$ cat config.mk
export PLATFORM = sky130hd
export DESIGN_NAME = mac_result_fifo
export DESIGN_NICKNAME = d
export VERILOG_FILES = /design/src/rtl/mac_result_fifo.sv
export SDC_FILE = /design/constraint.sdc
export NUM_CORES = 1
export LEC_CHECK = 0
export CAP_MARGIN = 15
export CORE_ASPECT_RATIO = 1.75
export CORE_MARGIN = 5
export CORE_UTILIZATION = 40
export CTS_CLUSTER_SIZE = 16
export DETAILED_ROUTE_END_ITERATION = 7
export DONT_BUFFER_PORTS = 1
export PLACE_DENSITY = 0.58
export SETUP_SLACK_MARGIN = 0.3
export SLEW_MARGIN = 20
export SYNTH_ARGS = -nofsm -noshare
export SYNTH_HDL_FRONTEND = slang
export SYNTH_SLANG_ARGS = --single-unit
export TNS_END_PERCENT = 100
$ cat constraint.sdc
create_clock -name clk -period 4.1 [get_ports clk]
set_clock_uncertainty 0.05 [all_clocks]
set_input_delay 0.82 -clock clk [delete_from_list [all_inputs] [get_ports clk]]
set_output_delay 0.82 -clock clk [all_outputs]
set_load 0.05 [all_outputs]
$ cat src/rtl/mac_result_fifo.sv
// mac_result_fifo: first-word-fall-through result buffer behind the MAC stage.
// Captures every result qualified by validi and presents it over a
// valid/ready handshake. Results arriving while full are dropped (never
// overwritten), recorded by a sticky overflow flag and a saturating counter.
//
// Ports:
//   clk, rst_      clock, asynchronous active-low reset
//   clr            synchronous clear, same effect as reset, highest priority
//   validi/data_in result from the MAC
//   out_valid/out_ready/out_data  consumer handshake (out_data is 0 when empty)
//   count/full/empty              occupancy status
//   overflow/drop_cnt             drop reporting
module mac_result_fifo #(
  parameter int unsigned DEPTH = 4,
  parameter int unsigned WIDTH = 32,
  parameter int unsigned DROPW = 8
) (
  input  logic                     clk,
  input  logic                     rst_,
  input  logic                     clr,
  input  logic                     validi,
  input  logic [WIDTH-1:0]         data_in,
  output logic                     out_valid,
  input  logic                     out_ready,
  output logic [WIDTH-1:0]         out_data,
  output logic [$clog2(DEPTH):0]   count,
  output logic                     full,
  output logic                     empty,
  output logic                     overflow,
  output logic [DROPW-1:0]         drop_cnt
);

  localparam int unsigned AW = $clog2(DEPTH);
  localparam int unsigned PW = AW + 1;

  logic [WIDTH-1:0] mem_q [DEPTH];
  logic [PW-1:0]    wptr_q, wptr_d;
  logic [PW-1:0]    rptr_q, rptr_d;
  logic             overflow_q, overflow_d;
  logic [DROPW-1:0] drop_cnt_q, drop_cnt_d;

  logic push, pop, drop;

  // Occupancy from pointer difference; the extra MSB separates full from empty.
  assign count     = wptr_q - rptr_q;
  assign full      = (count == PW'(DEPTH));
  assign empty     = (count == '0);
  assign out_valid = !empty;
  assign out_data  = empty ? '0 : mem_q[rptr_q[AW-1:0]];
  assign overflow  = overflow_q;
  assign drop_cnt  = drop_cnt_q;

  assign pop  = out_valid && out_ready;
  // A pop frees the slot in the same edge, so a full buffer still accepts.
  assign push = validi && (!full || pop);
  assign drop = validi && full && !pop;

  // Next-state: clear wins over push, pop and drop.
  always_comb begin
    wptr_d     = wptr_q;
    rptr_d     = rptr_q;
    overflow_d = overflow_q;
    drop_cnt_d = drop_cnt_q;
    if (clr) begin
      wptr_d     = '0;
      rptr_d     = '0;
      overflow_d = 1'b0;
      drop_cnt_d = '0;
    end else begin
      if (push) wptr_d = wptr_q + PW'(1);
      if (pop)  rptr_d = rptr_q + PW'(1);
      if (drop) begin
        overflow_d = 1'b1;
        if (drop_cnt_q != '1) drop_cnt_d = drop_cnt_q + DROPW'(1);
      end
    end
  end

  // Control state register.
  always_ff @(posedge clk or negedge rst_) begin
    if (!rst_) begin
      wptr_q     <= '0;
      rptr_q     <= '0;
      overflow_q <= 1'b0;
      drop_cnt_q <= '0;
    end else begin
      wptr_q     <= wptr_d;
      rptr_q     <= rptr_d;
      overflow_q <= overflow_d;
      drop_cnt_q <= drop_cnt_d;
    end
  end

  // Storage array; contents are intentionally not reset.
  always_ff @(posedge clk) begin
    if (!clr && push) mem_q[wptr_q[AW-1:0]] <= data_in;
  end

endmodule

==> flow_metrics.env <==
export IMPL_h_tree_depth=4
export IMPL_synth_seq_area_share=0.7354
export IMPL_grtUsageTotal=0.1350
export IMPL_synth_seq_cells=143
export IMPL_fin_crit_ns=3.510
export IMPL_synth_area_mm2=0.005737
export IMPL_die_y_um=168.4
export IMPL_antenna_left=0
export IMPL_hold_viol_final=0
export IMPL_drc_errors=0
export IMPL_cellPowerDensity_mw_per_mm2=833.9
export IMPL_place_inst=506
export IMPL_finalSetupTns_ns=0
export IMPL_cts_root_buffer="clkbuf_16"
export IMPL_finalWeightedCongestion=0.7830
export IMPL_power_leakage_nw=2.335
export IMPL_final_cells=540
export IMPL_vias=2829
export IMPL_synth_fp_nets=343
export IMPL_die_area_mm2=0.01693
export IMPL_clockBufferDepth=2
export IMPL_setup_viol=0
export IMPL_diodes=0
export IMPL_detail_route_wl_per_cell_um=19.88
export IMPL_slew_limit_headroom=0.5356
export IMPL_core_area_mm2=0.01422
export IMPL_timing_final_crit_share=0.8561
export IMPL_cts_tree="built"
export IMPL_cp_slowest_cell="xnor3_2"
export IMPL_overflow=0
export IMPL_pin_count=84
export IMPL_pre_cts_slack_ns=0.7034
export IMPL_start_util=0.4033
export IMPL_synth_cell_types=35
export IMPL_via_per_inst=5.239
export IMPL_syn_inst=298
export IMPL_async_reset_ff_frac=0.1049
export IMPL_area_growth_syn_to_layout_pct=19.87
export IMPL_cap_violations=0
export IMPL_cp_arrival_ns=2.64
export IMPL_status="completed"
export IMPL_cts_made_buffers=17
export IMPL_design_power_total_mw=5.734
export IMPL_avgSynthCellArea_um2=19.25
export IMPL_grt_max_degree=35
export IMPL_drv_slew=0
export IMPL_cts_resized=0
export IMPL_path_cells="inv_1, ha_1, fa_1, xnor3_2, clkinv_2, nor2_4, buf_12, nor2b_1, buf_4"
export IMPL_layout_commonest_cell="edfxtp_1"
export IMPL_insertion_delay_ns=0.40
export IMPL_power_frac_clock=0.254
export IMPL_portBuffers=0
export IMPL_grt_pass1_wl_mm=17.00
export IMPL_critPathLaunchType="register"
export IMPL_layout_drive_gt1_share=0.3194
export IMPL_initialDrtViolationCount=129
export IMPL_layout_setup_ws_ns=0.5901
export IMPL_mostFrequentLayoutCells="128 x edfxtp_1, 38 x buf_4, 32 x mux4_2, 32 x nor2b_1, 17 x clkbuf_16"
export IMPL_hold_worst_slack_ns=0.05903
export IMPL_swShare=0.4107
export IMPL_worst_pin_slew_ns=0.6966
export IMPL_synth_top_flop_cell="edfxtp_1"
export IMPL_ir_worst_vdd_mv=0.4583
export IMPL_dp_hpwl_mm=6.741
export IMPL_yosysWarnings=0
export IMPL_r2r_cells=8
export IMPL_dr_pass1_iters=4
export IMPL_hold_path_class="in -> async"
export IMPL_worstSetupPathType="reg -> out"
export IMPL_clk_pin_slew_ns=0.06
export IMPL_p_seq_frac=0.298
export IMPL_worst_path_largest_cell_delay_ns=0.46
export IMPL_critical_path_max_fanout=23
export IMPL_synth_edff_count=128
export IMPL_fp_dieW_um=100.5
export IMPL_required_ns=3.23
export IMPL_intPower_mw=3.379
export IMPL_finalWirelength_mm=10.74
export IMPL_rsz0062_at_grt="no"
export IMPL_fmax_mhz=284.9
export IMPL_combPwrFrac=0.448
export IMPL_grt_pass1_vias=3044
export IMPL_antenna_found_initial=0
export IMPL_cts_sinks=143
export IMPL_rows=58
export IMPL_p_switching_mw=2.355
export IMPL_end_kind="output pin"
export IMPL_nets=392
critical path: cells and delay by family (launching register included):
| family | cells | cell delay [ns] |
|---|---|---|
| xor gates and xnor gates | 1 | 0.46 |
| adders and majority gates | 2 | 0.58 |
| buffers and inverters | 4 | 0.60 |
| DFF | 1 | 0.37 |
| and+or+nand+nor | 2 | 0.21 |
Yosys cell counts (4+ instances only):
cell	instances	share of area
nor2b_1	32	0.035
a21oi_1	7	0.0061
inv_1	5	0.0033
nand2_1	7	0.0046
o21ai_0	5	0.0044
edfxtp_1	128	0.67
clkbuf_1	8	0.0052
mux4_2	32	0.13
dfrtp_1	15	0.065
nor2_1	13	0.0085
buf_2	4	0.0035
ha_1	7	0.015
and2_1	4	0.0044
mux2i_1	4	0.0070
flip-flops by register name, summed over array words and instances (netlist names):
signal and cells:
overflow 1, rptr_q 3, mem_q 128, wptr_q 3
drop_cnt 8
kinds of logic (layout without fill, tap and decap cells):
group | Yosys count | count (layout) | share of synthesized area
mux | 36 | 36 | 0.1326
compound gates | 17 | 17 | 0.01985
fa+ha+maj | 8 | 8 | 0.01876
buf+inv | 19 | 81 | 0.01352
flops | 143 | 143 | 0.7354
xor+xnor | 5 | 5 | 0.01025
simple gates | 70 | 70 | 0.06958
layer usage:
layer  track usage  vias up  part of all wire
met5             0        -                 0
met4       0.05279        0             0.018
met3       0.04809       15             0.069
met2        0.2334       80              0.54
met1        0.1499     1467              0.37
li1              -     1267                 -
final timing paths:
check	start	end	slack, ns
max in group asynchronous	rst_	rptr_q[0]	3.86
min in group clk	clr	drop_cnt[3]	0.42
worst min register to register	rptr_q[2]	rptr_q[2]	0.52
worst max-delay path	wptr_q[0]	out_data[11]	0.59
worst max register to register	wptr_q[0]	mem_q[0][31]	1.03
worst min-delay path	rst_	drop_cnt[0]	0.06
cell type report:
class	instances	area [um^2]
Tap cell	180	225.2
Clock inverter	15	142.6
Fill cell	1222	7347
Sequential cell	143	4222
Multi-Input combinational cell	136	1453
Clock buffer	17	425.4
Timing Repair Buffer	43	385.4
Inverter	6	23.77
through the flow:
step                      utilization  area, um^2
after floorplan                     -        5737
final                          0.4835        6877
after detailed placement       0.4425        6294
after CTS                      0.4835        6877
after global placement         0.4425        6294
after global routing           0.4835        6877
timing repair:
item	CTS	global route
endpoints found under the setup margin	20	0
hold buffers	0	0
buffers inserted	2	0
power groups by stage:
stage | Sequential (mW) | Clock, mW | Combinational (mW)
2_1_floorplan | 1.73 | 0 | 1.86
3_3_place_gp | 1.74 | 0 | 2.56
3_5_place_dp | 1.74 | 0 | 2.58
4_1_cts | 1.71 | 1.49 | 2.62
5_1_grt | 1.71 | 1.56 | 2.72
6_report | 1.71 | 1.46 | 2.57
Power figures use the tool's default switching activity.
